<file path="config.mk">
export PLATFORM = sky130hd
export DESIGN_NAME = memory_stream_reader
export DESIGN_NICKNAME = d
export VERILOG_FILES = /design/src/rtl/memory_stream_reader.sv
export SDC_FILE = /design/constraint.sdc
export NUM_CORES = 1
export LEC_CHECK = 0
export ABC_AREA = 1
export ABC_CLOCK_PERIOD_IN_PS = 2500
export CAP_MARGIN = 20
export CORE_MARGIN = 1
export CORE_UTILIZATION = 50
export CTS_CLUSTER_DIAMETER = 100
export DETAILED_ROUTE_END_ITERATION = 8
export DONT_BUFFER_PORTS = 1
export GPL_TIMING_DRIVEN = 0
export HOLD_SLACK_MARGIN = 0.08
export PLACE_DENSITY = 0.75
export SLEW_MARGIN = 15
export SYNTH_ARGS = -nofsm -noshare
export SYNTH_HDL_FRONTEND = slang
export SYNTH_SLANG_ARGS = --single-unit
</file>
<file path="constraint.sdc">
create_clock -name clka -period 2.5 [get_ports clka]
set_input_delay 0.625 -clock clka [delete_from_list [all_inputs] [get_ports clka]]
set_output_delay 0.625 -clock clka [all_outputs]
set_load 0.005 [all_outputs]
</file>
<file path="src/rtl/memory_stream_reader.sv">
// Read-side initiator for a dual-port memory: turns a (start, length) command
// into sequential reads and a valid/ready word stream with a last-word marker.
module memory_stream_reader #(
    parameter int ADDRESS_WIDTH = 10,
    parameter int DATA_WIDTH    = 32
) (
    input  logic                     clka,
    input  logic                     rsta,
    input  logic                     cmd_valid,
    output logic                     cmd_ready,
    input  logic [ADDRESS_WIDTH-1:0] cmd_address,
    input  logic [ADDRESS_WIDTH:0]   cmd_length,
    output logic                     mem_enable_read,
    output logic [ADDRESS_WIDTH-1:0] mem_read_address,
    input  logic [DATA_WIDTH-1:0]    mem_read_data,
    output logic                     out_valid,
    input  logic                     out_ready,
    output logic [DATA_WIDTH-1:0]    out_data,
    output logic                     out_last,
    output logic                     busy
);

    typedef enum logic [1:0] {
        ST_IDLE  = 2'd0,
        ST_RUN   = 2'd1,
        ST_DRAIN = 2'd2
    } state_t;

    localparam logic [ADDRESS_WIDTH-1:0] ONE_ADDR = {{(ADDRESS_WIDTH-1){1'b0}}, 1'b1};
    localparam logic [ADDRESS_WIDTH:0]   ONE_REM  = {{ADDRESS_WIDTH{1'b0}}, 1'b1};
    localparam logic [ADDRESS_WIDTH:0]   ZERO_REM = {(ADDRESS_WIDTH+1){1'b0}};

    state_t                   state_r;
    logic [ADDRESS_WIDTH-1:0] pointer_r;
    logic [ADDRESS_WIDTH:0]   remaining_r;
    logic                     inflight_r;
    logic [1:0]               count_r;
    logic [DATA_WIDTH-1:0]    head_data_r;
    logic [DATA_WIDTH-1:0]    tail_data_r;
    logic                     head_last_r;
    logic                     tail_last_r;

    logic                     pop_s;
    logic                     push_s;
    logic                     push_last_s;
    logic                     issue_s;
    logic [2:0]               occupancy_s;

    // Handshake, capture and read-issue decisions for the current cycle.
    always_comb begin
        pop_s       = (count_r != 2'd0) && out_ready;
        push_s      = inflight_r;
        // A word captured while nothing remains to be issued is the command's final word.
        push_last_s = (remaining_r == ZERO_REM);
        occupancy_s = {1'b0, count_r} + {2'b00, inflight_r};
        if ((state_r == ST_RUN) && (remaining_r != ZERO_REM)) begin
            if (occupancy_s < (3'd2 + {2'b00, pop_s})) begin
                issue_s = 1'b1;
            end else begin
                issue_s = 1'b0;
            end
        end else begin
            issue_s = 1'b0;
        end
    end

    assign cmd_ready        = (state_r == ST_IDLE);
    assign busy             = (state_r != ST_IDLE);
    assign mem_enable_read  = issue_s;
    assign mem_read_address = pointer_r;
    assign out_valid        = (count_r != 2'd0);
    assign out_data         = head_data_r;
    assign out_last         = head_last_r;

    // Command sequencing: address pointer, remaining count and state.
    always_ff @(posedge clka) begin
        if (!rsta) begin
            state_r     <= ST_IDLE;
            pointer_r   <= {ADDRESS_WIDTH{1'b0}};
            remaining_r <= ZERO_REM;
        end else begin
            case (state_r)
                ST_IDLE: begin
                    if (cmd_valid) begin
                        pointer_r   <= cmd_address;
                        remaining_r <= cmd_length;
                        if (cmd_length != ZERO_REM) begin
                            state_r <= ST_RUN;
                        end else begin
                            state_r <= ST_IDLE;
                        end
                    end
                end
                ST_RUN: begin
                    if (issue_s) begin
                        pointer_r   <= pointer_r + ONE_ADDR;
                        remaining_r <= remaining_r - ONE_REM;
                        if (remaining_r == ONE_REM) begin
                            state_r <= ST_DRAIN;
                        end
                    end
                end
                ST_DRAIN: begin
                    if (!inflight_r && ((count_r == 2'd0) || ((count_r == 2'd1) && pop_s))) begin
                        state_r <= ST_IDLE;
                    end
                end
                default: begin
                    state_r <= ST_IDLE;
                end
            endcase
        end
    end

    // Read-latency tracking and the 2-entry output buffer; head is always out_data.
    always_ff @(posedge clka) begin
        if (!rsta) begin
            inflight_r  <= 1'b0;
            count_r     <= 2'd0;
            head_data_r <= {DATA_WIDTH{1'b0}};
            tail_data_r <= {DATA_WIDTH{1'b0}};
            head_last_r <= 1'b0;
            tail_last_r <= 1'b0;
        end else begin
            inflight_r <= issue_s;
            case ({push_s, pop_s})
                2'b10: begin
                    if (count_r == 2'd0) begin
                        head_data_r <= mem_read_data;
                        head_last_r <= push_last_s;
                    end else begin
                        tail_data_r <= mem_read_data;
                        tail_last_r <= push_last_s;
                    end
                    count_r <= count_r + 2'd1;
                end
                2'b01: begin
                    head_data_r <= tail_data_r;
                    head_last_r <= tail_last_r;
                    count_r     <= count_r - 2'd1;
                end
                2'b11: begin
                    if (count_r == 2'd1) begin
                        head_data_r <= mem_read_data;
                        head_last_r <= push_last_s;
                    end else begin
                        head_data_r <= tail_data_r;
                        head_last_r <= tail_last_r;
                        tail_data_r <= mem_read_data;
                        tail_last_r <= push_last_s;
                    end
                end
                default: begin
                    count_r <= count_r;
                end
            endcase
        end
    end

endmodule

</file>
# Yosys cells after proc, flatten, opt, wreduce, memory -nomap -nowiden
# Index checks and enable logic that the tools add are counted.
[totals]
register_bits = 92
in_bits = 57
output_inout_bits = 47
word_cells = 78
[classes]
n_addsub = 6
n_lt_le_gt_ge = 1
eq_ne = 14
n_mux = 27
n_reduce_logical = 21
[ops]
columns = ["op", "count"]
rows = [
  ["2-to-1 mux 32 bit", 4],
  ["case mux 32 bit (3 select lines)", 1],
  ["case mux 32 bit (2 select lines)", 1],
  ["2-to-1 mux 11 bit", 2],
  ["case mux 11 bit (2 select lines)", 1],
  ["nonzero test 11 bit", 2],
  ["2-to-1 mux 10 bit", 2],
  ["case mux 10 bit (2 select lines)", 1],
  ["!= test 2 bit (second input constant)", 6],
  ["equality test 11 x 1 -> 1 bit (second input constant)", 1],
  ["logical NOT 11 bit", 1],
  ["subtractor 11 x 1 -> 11 bit (second input constant)", 1],
  ["adder 10 x 1 -> 10 bit (second input constant)", 1],
  ["nonzero test 2 bit", 5],
  ["2-to-1 mux 2 bit", 4],
  ["2-to-1 mux 1 bit", 7],
  ["equality test 2 x 1 -> 1 bit (second input constant)", 3],
  ["equality test 2 bit (second input constant)", 3],
  ["case mux 2 bit (3 select lines)", 1],
  ["AND reduction 3 bit", 2],
  ["logical AND 1 bit", 4],
  ["logical NOT 2 bit", 2],
  ["case mux 2 bit (2 select lines)", 1],
  ["AND reduction 4 bit", 1],
  ["12 further kinds", 12],
]

# Logic depth before layout (Yosys ltp)
# Gate-level depths: netlist of the first run.
[logic_depth]
word_depth = 8
depth_mapped = 15
ltp_nobuf = 14

# Worst setup path after synthesis of the first run
# No wires, ideal clock.
[synth_path]
path_type = "register to register"
from = "register count_r[0]"
to = "register tail_data_r[10]"
setup_ns = 0.128
arrival_ns = 1.836
required_ns = 2.372
setup_slack_ns = 0.536
path_stages_with_launch = 12
n_path_buf = 2
period_less_slack_ns = 1.964
path_cell_list = "dfxtp_1 > inv_1 > ha_1 > inv_1 > nand2_1 > inv_1 > ha_1 > nand2_1 > o211ai_1 > buf_2 > clkbuf_1 > a21oi_1"
[synth_between]
elab_chain_cells = 5
elab_cells_between_ends = 11
cone_classes = "eq/ne (5); mux (1); reduce/logical (5)"
[synth_rtl]
columns = ["item", "line_no", "rtl"]
rows = [
  ["start: declaration", "37", "logic [1:0] count_r;"],
  ["start signal: assignment", "135", "count_r <= count_r + 2'd1;"],
  ["start signal: assignment", "140", "count_r <= count_r - 2'd1;"],
  ["start signal: assignment", "154", "count_r <= count_r;"],
  ["nonzero test 2 bit *", "--", ""],
  ["net out_valid", "16", "output logic out_valid,"],
  ["logical AND 1 bit *", "51", "pop_s = (count_r != 2'd0) && out_ready;"],
  ["equality test 2 bit", "126", "case ({push_s, pop_s})"],
  ["!= test 2 bit (no line) / nonzero test 2 bit (equally long branches)", "--", ""],
  ["AND reduction 3 bit (no line)", "--", ""],
  ["end signal: assignment", "121", "tail_data_r <= {DATA_WIDTH{1'b0}};"],
  ["end signal: assignment", "132", "tail_data_r <= mem_read_data;"],
  ["end signal: assignment", "149", "tail_data_r <= mem_read_data;"],
  ["end: declaration", "39", "logic [DATA_WIDTH-1:0] tail_data_r;"],
]
# The timed path passes the listed nets; every way through them passes the cells marked *.
# A chain may end at the register's enable or synchronous reset.

# Worst setup path after layout of the first run
[layout_path]
from = "register count_r[0]"
to = "output port mem_enable_read"
[layout_between]
elab_chain_cells = 6
elab_cells_between_ends = 7
cone_classes = "add/sub (2); order compare (1); mux (2); reduce/logical (2)"
[layout_rtl]
columns = ["item", "line_no", "rtl"]
rows = [
  ["nonzero test 2 bit", "--", ""],
  ["net out_valid", "16", ""],
  ["logical AND 1 bit", "51", ""],
  ["adder 2 x 1 -> 3 bit", "57", "if (occupancy_s < (3'd2 + {2'b00, pop_s})) begin"],
  ["< comparator 3 bit", "57", ""],
  ["2-to-1 mux 1 bit", "57", ""],
  ["2-to-1 mux 1 bit", "56", "if ((state_r == ST_RUN) && (remaining_r != ZERO_REM)) begin"],
  ["end: declaration", "13", "output logic mem_enable_read,"],
]
# The timed path passes the listed nets, and every way through them passes these cells.

==> reports/qor.csv, run 1 <==
stage;metric;value;unit
drt;1st-iter DRT viols;197;
logic_synthesis;Post-synth top flop;dfxtp_1;
grt;gr usage total;0.243;
clock_network;CTS Sinks;92;
finish;# fillers;842;
floorplan;Initial Util;0.525;
logic_synthesis;Mapped Avg Cell Area;6.90;um^2
clock_network;clock tree buffer depth;2;
logic_synthesis;Seq cells post-synth;92;
finish;share of layout cells above drive strength 1;0.0865;
worst_setup_path;CP peak stage delay;420;ps
drt;wirelength, routed;11500;um
worst_setup_path;Worst setup SP type;flip-flop;
placement;Setup WS pre-CTS;76.6;ps
power;PwrDens;1310;nW/um^2
sta;Hold Fails Final Rpt;0;
sta;crit path time final;2240;ps
worst_setup_path;Critical Path AT;1620;ps
placement;I/O Buffers;0;
grt;initial antenna violation count;0;
logic_synthesis;Async SR Flop Fraction;0;
sta;max-slew violations;0;
finish;Syn-to-layout area delta;8.10;%
logic_synthesis;Post-Synthesis Cells;674;
grt;Congestion Overflow GR;0;
logic_synthesis;syn nets;742;
clock_network;# H-tree levels;3;
floorplan;row cnt;34;
floorplan;Core Region;8850;um^2
worst_setup_path;crit path kind;reg -> out;
sta;worst-margin pin slew;560;ps
drt;drt pass-1 iters;7;
clock_network;worst skew pair latency;370;ps
floorplan;die area;9690;um^2
worst_setup_path;WP buf/inv;3;
floorplan;boundary pin count;104;
worst_setup_path;Most common cell on crit path;inv_1;
finish;most common cell after layout, fill and taps aside;nand2_1;
sta;Setup TNS;0;ps
worst_setup_path;CP max-delay cell;dfxtp_1;
clock_network;register clock-pin slew on the reported worst setup and hold paths;100;ps
outcome;status;finished with violations;
logic_synthesis;Post-synth EDFFs;0;
grt;first-pass GRT wire length;18900;um
clock_network;CTS tree;done;
drt;via/cell ratio;5.39;
sta;fin crit share;0.898;
finish;Storage cell area;1840;um^2
drt;vias;4326;
placement;hpwl dp;8500;um
sta;setup violators final;0;
power;Static Leak;2.38;nW
min_path;Worst Hold Class;in -> reg;
worst_setup_path;CP Capture Type;output pin;
outcome;failing checks;design-rule violations;
logic_synthesis;Synth Cell Area;4650;um^2
grt;vias in the first global route;4206;
floorplan;Die Y;98.4;um
logic_synthesis;register area share after synthesis;0.396;
sta;relative slew slack;0.626;
worst_setup_path;CP max FO;4;
finish;ant diodes;0;
sta;final worst setup slack;256;ps
sta;post-route clock skew;13.2;ps
drt;Routed Antenna Nets;0;
logic_synthesis;Cell variety after synth;31;
grt;largest net degree at the start of global routing;19;
clock_network;cts hold-fix bufs;0;
power;VDD IR max;0.596;mV
drt;drt wl/cell;14.4;um
finish;most frequent cells in the layout;nand2_1 (135), inv_1 (106), o21ai_0 (101);
sta;Fmax;446;MHz
worst_setup_path;worst-path cell chain;inv_1 > ha_1 > inv_2 > nand3_1 > a21oi_2 > nand2_2 > inv_1;
placement;routability cong.;0.825;
clock_network;Inserted Clock Buffers;9;
sta;RSZ-0062 raised after global routing;no;
drt;DR DRC count;7;
clock_network;root buf cell;clkbuf_8;
worst_setup_path;data required time of the worst path;1880;ps
finish;fin nets;757;
logic_synthesis;Synth warnings;0;
worst_setup_path;CP top delay family;flip-flops;
floorplan;Die X;98.4;um
finish;multi-input combinational cell area;2230;um^2
run;number of max-cap violations;0;
## per-layer routing
metal | track usage | part of all wire
met4 | 0.107 | 0.018
met5 | 0 | 0
met1 | 0.287 | 0.42
met2 | 0.418 | 0.47
met3 | 0.0617 | 0.084
## logic make-up after synthesis
group                      Yosys count  share of synthesized area
xor gates and xnor gates             3                    0.00565
AOI/OAI and AO/OA                  207                      0.246
adders and majority gates           11                     0.0296
and+or+nand+nor                    214                      0.194
DFF                                 92                      0.396
buffers and inverters              146                      0.126
muxes                                1                    0.00215
## worst register-to-register path, cell delays in order, from the launching register on
cell      delay [ps]
dfxtp_1          420
inv_1             70
ha_1             240
inv_2            110
nand2_1          110
inv_1            100
ha_2             220
a21oi_4           90
nor2_1           160
inv_2             80
buf_2            190
nand2_1           70
o21ai_0          100
o21bai_1         150
inv_1             50
## synth_stat cells, types with 2 or more instances
master,instances,share of area
xor2_1,3,0.0057
o21ai_1,13,0.014
dfxtp_1,92,0.40
a21oi_1,52,0.056
nand4_1,6,0.0081
nor2_1,33,0.027
clkbuf_1,25,0.020
a21oi_2,3,0.0057
inv_2,3,0.0024
nand2_2,4,0.0054
o21ai_0,101,0.11
o21bai_1,33,0.053
buf_2,6,0.0065
ha_1,11,0.030
buf_6,4,0.0097
nand3_1,24,0.026
or2_2,3,0.0040
nor2_4,2,0.0048
nor2_2,4,0.0054
inv_1,107,0.086
nand2_1,135,0.11
## what timing repair did
item                                    CTS  global route
endpoints found under the setup margin    0            55
buffers inserted                          0             4
gates resized for setup                   0            19
endpoints found under the hold margin     0             0
## through the flow
step | cell area, um^2 | std cells | power [mW] | utilization | hold slack, ps
detailed placement | 4780 | 782 | 5.54 | 0.541 | 441
CTS | 4970 | 798 | 6.53 | 0.562 | 437
finish | 5020 | 802 | 6.59 | 0.568 | 449
global placement | 4780 | 782 | 5.42 | 0.541 | 434
floorplan | 4650 | 674 | 4.77 | - | 425
global route | 5020 | 802 | 7.17 | 0.568 | 444
## final cells by class
type / instances / share of cell area
inverter: 110 / 0.0822
tap: 108 / 0.0269
sequential: 92 / 0.367
buffer: 36 / 0.0364
clock buffer: 9 / 0.0247
timing repair buffer: 4 / 0.00598
multi-input combinational: 436 / 0.444
clock inverter: 7 / 0.0129
## path summary, 6_finish.rpt
check | start | to | slack, ps | depth (start not counted)
hold / removal | mem_read_data[3] | tail_data_r[3] | 450 | 2
hold reg to reg | tail_data_r[10] | tail_data_r[10] | 460 | 2
setup / recovery | count_r[0] | mem_enable_read | 260 | 7
setup reg to reg | count_r[0] | out_data[30] | 260 | 14
## sequential cells by signal (all words and copies together), names as in the netlist
| register | flops |
|---|---|
| out_data | 32 |
| tail_data_r | 32 |
| remaining_r | 11 |
| mem_read_address | 10 |
| count_r | 2 |
| state_r | 2 |
| inflight_r | 1 |
| out_last | 1 |
| tail_last_r | 1 |
## power by group
group / leakage [nW] / switching [mW] / total [mW] / internal, mW
Sequential: 0.755 / 0.436 / 2.50 / 2.06
Combinational: 1.53 / 1.99 / 3.11 / 1.11
Clock: 0.0947 / 0.593 / 0.981 / 0.388
Total: 2.38 / 3.02 / 6.59 / 3.56
Note: power is estimated with default switching activity, not from simulation.
==> run 2, diff against run 1 <==
CELL_PAD_IN_SITES_DETAIL_PLACEMENT = 1   (was default)
CELL_PAD_IN_SITES_GLOBAL_PLACEMENT = 1   (was default)
CORE_UTILIZATION = 45   (was 50)
HOLD_SLACK_MARGIN = 0.03   (was 0.08)
PLACE_DENSITY = 0.9   (was 0.75)
==> reports/qor.csv, run 2 (synthesis results as in run 1) <==
stage;metric;value;unit;change
finish;Syn-to-layout area delta;7.78;%;
finish;share of layout cells above drive strength 1;0.0783;;-0.00819
worst_setup_path;reg2reg setup slack;160;ps;-90 ps
floorplan;Core Region;9910;um^2;+12%
grt;first-pass GRT wire length;22000;um;+16%
sta;worst-margin pin slew;555;ps;-4.99 ps
worst_setup_path;Worst setup SP type;flip-flop;;
drt;DR DRC count;0;;-7
floorplan;Die X;104;um;+5.3%
clock_network;Inserted Clock Buffers;9;;unchanged
min_path;Worst Hold Class;in -> reg;;
placement;Setup WS pre-CTS;-50.5;ps;-127 ps
placement;I/O Buffers;0;;unchanged
floorplan;Die Y;104;um;+5.3%
finish;non-filler cells, final;823;;+2.6%
sta;setup violators final;0;;unchanged
sta;relative slew slack;0.630;;+0.00333
sta;crit path time final;2340;ps;+93.3 ps
drt;vias;4445;;+2.8%
worst_setup_path;CP Capture Type;flip-flop;;
drt;drt pass-1 iters;5;;-2
worst_setup_path;reg-to-reg startpoint;count_r[0];;
clock_network;register clock-pin slew on the reported worst setup and hold paths;90;ps;about the same
worst_setup_path;CP startpoint;count_r[0];;
floorplan;row cnt;36;;+5.9%
grt;gr usage total;0.256;;+0.0135
sta;final worst setup slack;163;ps;-93.3 ps
clock_network;worst skew pair latency;370;ps;about the same
clock_network;setup bufs post-CTS;0;;unchanged
placement;Inst Count DP;807;;+3.2%
placement;routability cong.;0.820;;-0.52%
outcome;status;completed;;
power;VDD IR max;0.570;mV;-4.4%
clock_network;CTS tree;done;;
finish;most common cell after layout, fill and taps aside;nand2_1;;
power;Static Leak;2.36;nW;-0.80%
clock_network;cts hold-fix bufs;0;;unchanged
worst_setup_path;CP max FO;10;;+6
power;PwrDens;1330;nW/um^2;+1.3%
finish;fin nets;753;;-0.53%
drt;wirelength, routed;13600;um;+18%
worst_setup_path;crit path kind;reg -> reg;;
sta;RSZ-0062 raised after global routing;yes;;
drt;drt wl/cell;16.6;um;+15%
drt;via/cell ratio;5.40;;+0.13%
run;number of max-cap violations;0;;unchanged
sta;fin crit share;0.935;;+0.0373
sta;Hold Fails Final Rpt;0;;unchanged
worst_setup_path;reg2reg path depth;11;;-3
sta;post-route clock skew;9.48;ps;-3.72 ps
grt;Congestion Overflow GR;0;;unchanged
worst_setup_path;Critical Path AT;2640;ps;+1020 ps
finish;# fillers;1332;;+58%
finish;most frequent cells in the layout;nand2_1 (135), inv_1 (107), o21ai_0 (101);;
worst_setup_path;crit path to;tail_data_r[10];;
grt;vias in the first global route;4622;;+9.9%
floorplan;die area;10700;um^2;+11%
sta;max-slew violations;0;;unchanged
grt;largest net degree at the start of global routing;15;;-4
clock_network;# H-tree levels;3;;unchanged
drt;Routed Antenna Nets;0;;unchanged
floorplan;boundary pin count;104;;unchanged
clock_network;CTS Sinks;92;;unchanged
worst_setup_path;reg2reg end;tail_data_r[10];;
worst_setup_path;data required time of the worst path;2800;ps;+920 ps
drt;1st-iter DRT viols;161;;-18%
finish;ant diodes;0;;unchanged
placement;hpwl dp;9830;um;+16%
sta;Fmax;428;MHz;-4.0%
clock_network;clock tree buffer depth;2;;unchanged
clock_network;root buf cell;clkbuf_8;;
floorplan;Initial Util;0.469;;-0.0562
grt;initial antenna violation count;0;;unchanged
==> run 2: changes by cell type in the layout (fill, tap and decap cells not counted), moves of 2 or more <==
cell	change
inv_6	-3
clkinv_2	+2
buf_4	-4
ha_1	+2
inv_8	-2
ha_2	-2
==> run 2: timing repair <==
| item | 4_1_cts | 5_1_grt |
|---|---|---|
| resized for setup | 1 | 19 |
| endpoints found under the setup margin | 8 | 60 |
| gates cloned | 0 | 0 |
==> run 2: worst min path at each step <==
stage	from	endpoint	slack, ps	cells after the start
3_3_place_gp	tail_data_r[14]	tail_data_r[14]	430	2
4_1_cts	cmd_length[8]	remaining_r[8]	440	2
2_1_floorplan	tail_data_r[10]	tail_data_r[10]	420	2
5_1_grt	mem_read_data[15]	tail_data_r[15]	450	2
6_report	mem_read_data[6]	tail_data_r[6]	450	2
3_5_place_dp	tail_data_r[22]	tail_data_r[22]	440	2
==> run 2: power by group <==
| part | internal (mW) | total (mW) | switching, mW |
|---|---|---|---|
| Sequential | 2.07 | 2.52 | 0.453 |
| Combinational | 1.09 | 3.21 | 2.12 |
| Clock | 0.387 | 0.922 | 0.535 |
| Total | 3.54 | 6.65 | 3.11 |
==> run 2: worst max-delay path: stages (launching register included) <==
cell and delay (ps):
dfxtp_2 370, inv_1 50, ha_1 230, inv_1 150, nand2_1 120, inv_1 90, ha_1 240, nand2_1 110
o211ai_1 150, clkbuf_1 410, o21ai_0 180, a21oi_1 160
==> run 2: cell type report <==
type	count	area (um^2)	share of cell area
Multi-Input combinational cell	436	2230	0.445
Clock inverter	4	25.0	0.00500
Buffer	36	186	0.0372
Tap cell	133	166	0.0332
Clock buffer	12	145	0.0290
Sequential cell	92	1840	0.368
Inverter	110	413	0.0824
==> run 2: layer usage <==
metal  vias up  track usage  routed length (um)
li1       2172            -                   -
met1      2152        0.300                5930
met2       105        0.444                6640
met3        16       0.0680                 835
met4         0        0.100                 235
met5         -            0                   0
==> run 2: stage by stage <==
stage / power [mW] / utilization / hold slack (ps) / setup TNS (ps) / cell area, um^2
floorplan: 4.77 / - / 425 / 0 / 4650
global placement: 5.48 / 0.486 / 433 / 0 / 4810
detailed placement: 5.69 / 0.486 / 442 / -50.5 / 4810
CTS: 6.64 / 0.503 / 439 / 0 / 4990
global route: 7.19 / 0.506 / 449 / -64.1 / 5010
finish: 6.65 / 0.506 / 451 / 0 / 5010
==> run 3, diff against run 2 <==
CORE_ASPECT_RATIO = 0.8   (was default)
SETUP_SLACK_MARGIN = 0.15   (was default)
==> reports/qor.csv, run 3 (synthesis results as in run 1) <==
stage;metric;value;unit;change
outcome;status;completed;;
finish;most frequent cells in the layout;nand2_1 (134), inv_1 (106), o21ai_0 (100);;
placement;Setup WS pre-CTS;-71.5;ps;-21.0 ps
worst_setup_path;crit path kind;reg -> reg;;
grt;vias in the first global route;4813;;+4.1%
clock_network;CTS Sinks;92;;unchanged
sta;fin crit share;0.887;;-0.0483
worst_setup_path;WP buf/inv;5;;+1
clock_network;CTS tree;done;;
drt;DR DRC count;0;;unchanged
worst_setup_path;reg2reg setup slack;280;ps;+120 ps
finish;non-filler cells, final;827;;+0.49%
sta;setup violators final;0;;unchanged
clock_network;root buf cell;clkbuf_16;;
sta;Hold Fails Final Rpt;0;;unchanged
sta;worst hold slack;459;ps;+7.97 ps
floorplan;Initial Util;0.472;;+0.00286
clock_network;Inserted Clock Buffers;9;;unchanged
sta;crit path time final;2220;ps;-121 ps
worst_setup_path;worst-path cell chain;inv_1 > ha_4 > inv_2 > nand2_2 > inv_1 > ha_4 > nand2_1 > o211ai_1 > buf_4 > clkbuf_4 > o21ai_0 > a21oi_1;;
drt;vias;4515;;+1.6%
sta;final worst setup slack;284;ps;+121 ps
floorplan;die area;10700;um^2;about the same
worst_setup_path;CP max-delay cell;dfxtp_2;;
finish;ant diodes;0;;unchanged
sta;worst-margin pin slew;619;ps;+63.9 ps
drt;drt wl/cell;18.0;um;+8.8%
worst_setup_path;reg-to-reg startpoint;count_r[0];;
sta;relative slew slack;0.587;;-0.0426
sta;max-slew violations;0;;unchanged
clock_network;worst skew pair latency;340;ps;-30 ps
drt;1st-iter DRT viols;144;;-11%
min_path;Worst Hold Class;reg -> reg;;
min_path;Hold Path End;tail_data_r[22];;
min_path;Worst Min Path Start;tail_data_r[22];;
clock_network;clock tree buffer depth;2;;unchanged
placement;hpwl dp;10700;um;+9.2%
worst_setup_path;CP peak stage delay;360;ps;-50 ps
worst_setup_path;data required time of the worst path;2770;ps;-30 ps
drt;wirelength, routed;14900;um;+9.4%
drt;Routed Antenna Nets;0;;unchanged
grt;gr usage total;0.287;;+0.0306
drt;via/cell ratio;5.46;;+1.1%
power;PwrDens;1420;nW/um^2;+6.6%
floorplan;Core Region;9850;um^2;-0.61%
finish;share of layout cells above drive strength 1;0.0912;;+0.0129
power;Pwr Total;7.39;mW;+11%
clock_network;cts hold-fix bufs;0;;unchanged
grt;Congestion Overflow GR;0;;unchanged
finish;fin nets;754;;+0.13%
worst_setup_path;Critical Path AT;2490;ps;-150 ps
floorplan;Die Y;92.9;um;-10%
worst_setup_path;CP top delay family;buffers and inverters;;
floorplan;Die X;116;um;+12%
worst_setup_path;CP max FO;10;;unchanged
placement;I/O Buffers;0;;unchanged
drt;drt pass-1 iters;4;;-1
worst_setup_path;reg2reg path depth;12;;+1
sta;Fmax;451;MHz;+5.4%
worst_setup_path;reg2reg end;tail_data_r[21];;
placement;Inst Count DP;810;;+0.37%
grt;first-pass GRT wire length;23800;um;+7.8%
min_path;WHS Path Cells;2;;unchanged
sta;RSZ-0062 raised after global routing;no;;
floorplan;boundary pin count;104;;unchanged
power;Static Leak;2.45;nW;+3.7%
run;number of max-cap violations;0;;unchanged
grt;largest net degree at the start of global routing;16;;+1
worst_setup_path;Worst setup SP type;flip-flop;;
power;VDD IR max;0.466;mV;-18%
finish;most common cell after layout, fill and taps aside;nand2_1;;
worst_setup_path;CP Capture Type;flip-flop;;
clock_network;# H-tree levels;3;;unchanged
grt;initial antenna violation count;0;;unchanged
floorplan;row cnt;32;;-11%
clock_network;register clock-pin slew on the reported worst setup and hold paths;70;ps;-20 ps
sta;post-route clock skew;4.59;ps;-4.89 ps
placement;routability cong.;0.810;;-1.2%
finish;Syn-to-layout area delta;12.3;%;
run 3: changes by cell type in the layout (fill, tap and decap cells not counted), sizes merged:
cell / change
clkinv: +2
clkbuf: -2
bufinv: +2
clkinvlp: -2
buf: +1
run 3: final cells by class:
cell class / count / area, um^2
inverter: 110 / 413
sequential: 92 / 1840
fill: 1309 / 4630
clock buffer: 10 / 239
buffer: 36 / 190
timing repair buffer: 1 / 7.51
multi-input combinational: 436 / 2270
clock inverter: 6 / 87.6
tap: 136 / 170
run 3: tightest hold or removal path: stages, from the launching register on:
cell	delay, ps
dfxtp_1	300
inv_1	60
a21oi_1	60
run 3: repair_timing:
action | CTS | global route
pin swaps | 1 | 1
setup buffers | 0 | 1
gates resized for setup | 13 | 14
gates cloned | 0 | 0
setup endpoints to repair | 60 | 51
run 3: per-layer routing:
layer,vias up,wire length (um),share of wire,track usage
met5,-,0,0,0
met4,0,204,0.014,0.0983
met3,17,928,0.062,0.0838
met2,118,7380,0.49,0.497
met1,2195,6410,0.43,0.336
li1,2185,-,-,-
run 3: per-stage QoR:
stage | utilization | TNS, ps | instance area (um^2)
after floorplan | - | 0 | 4650
after global placement | 0.489 | 0 | 4820
after detailed placement | 0.489 | -658 | 4820
after CTS | 0.525 | 0 | 5170
after global routing | 0.530 | 0 | 5220
final | 0.530 | 0 | 5220
run 3: how the worst max path moves through the flow:
stage,depth (start not counted),slack [ps],endpoint,startpoint
floorplan,11,540,tail_data_r[10],count_r[0]
global placement,11,110,tail_data_r[13],count_r[0]
detailed placement,11,-70,tail_data_r[10],count_r[0]
CTS,12,140,tail_data_r[21],count_r[0]
global route,12,140,tail_data_r[17],count_r[1]
finish,12,280,tail_data_r[21],count_r[0]
run 3: report_power, final:
| group | internal, mW | switching (mW) |
|---|---|---|
| registers | 2.07 | 0.479 |
| clock network | 0.904 | 0.592 |
| logic | 1.14 | 2.21 |
| total | 4.11 | 3.28 |
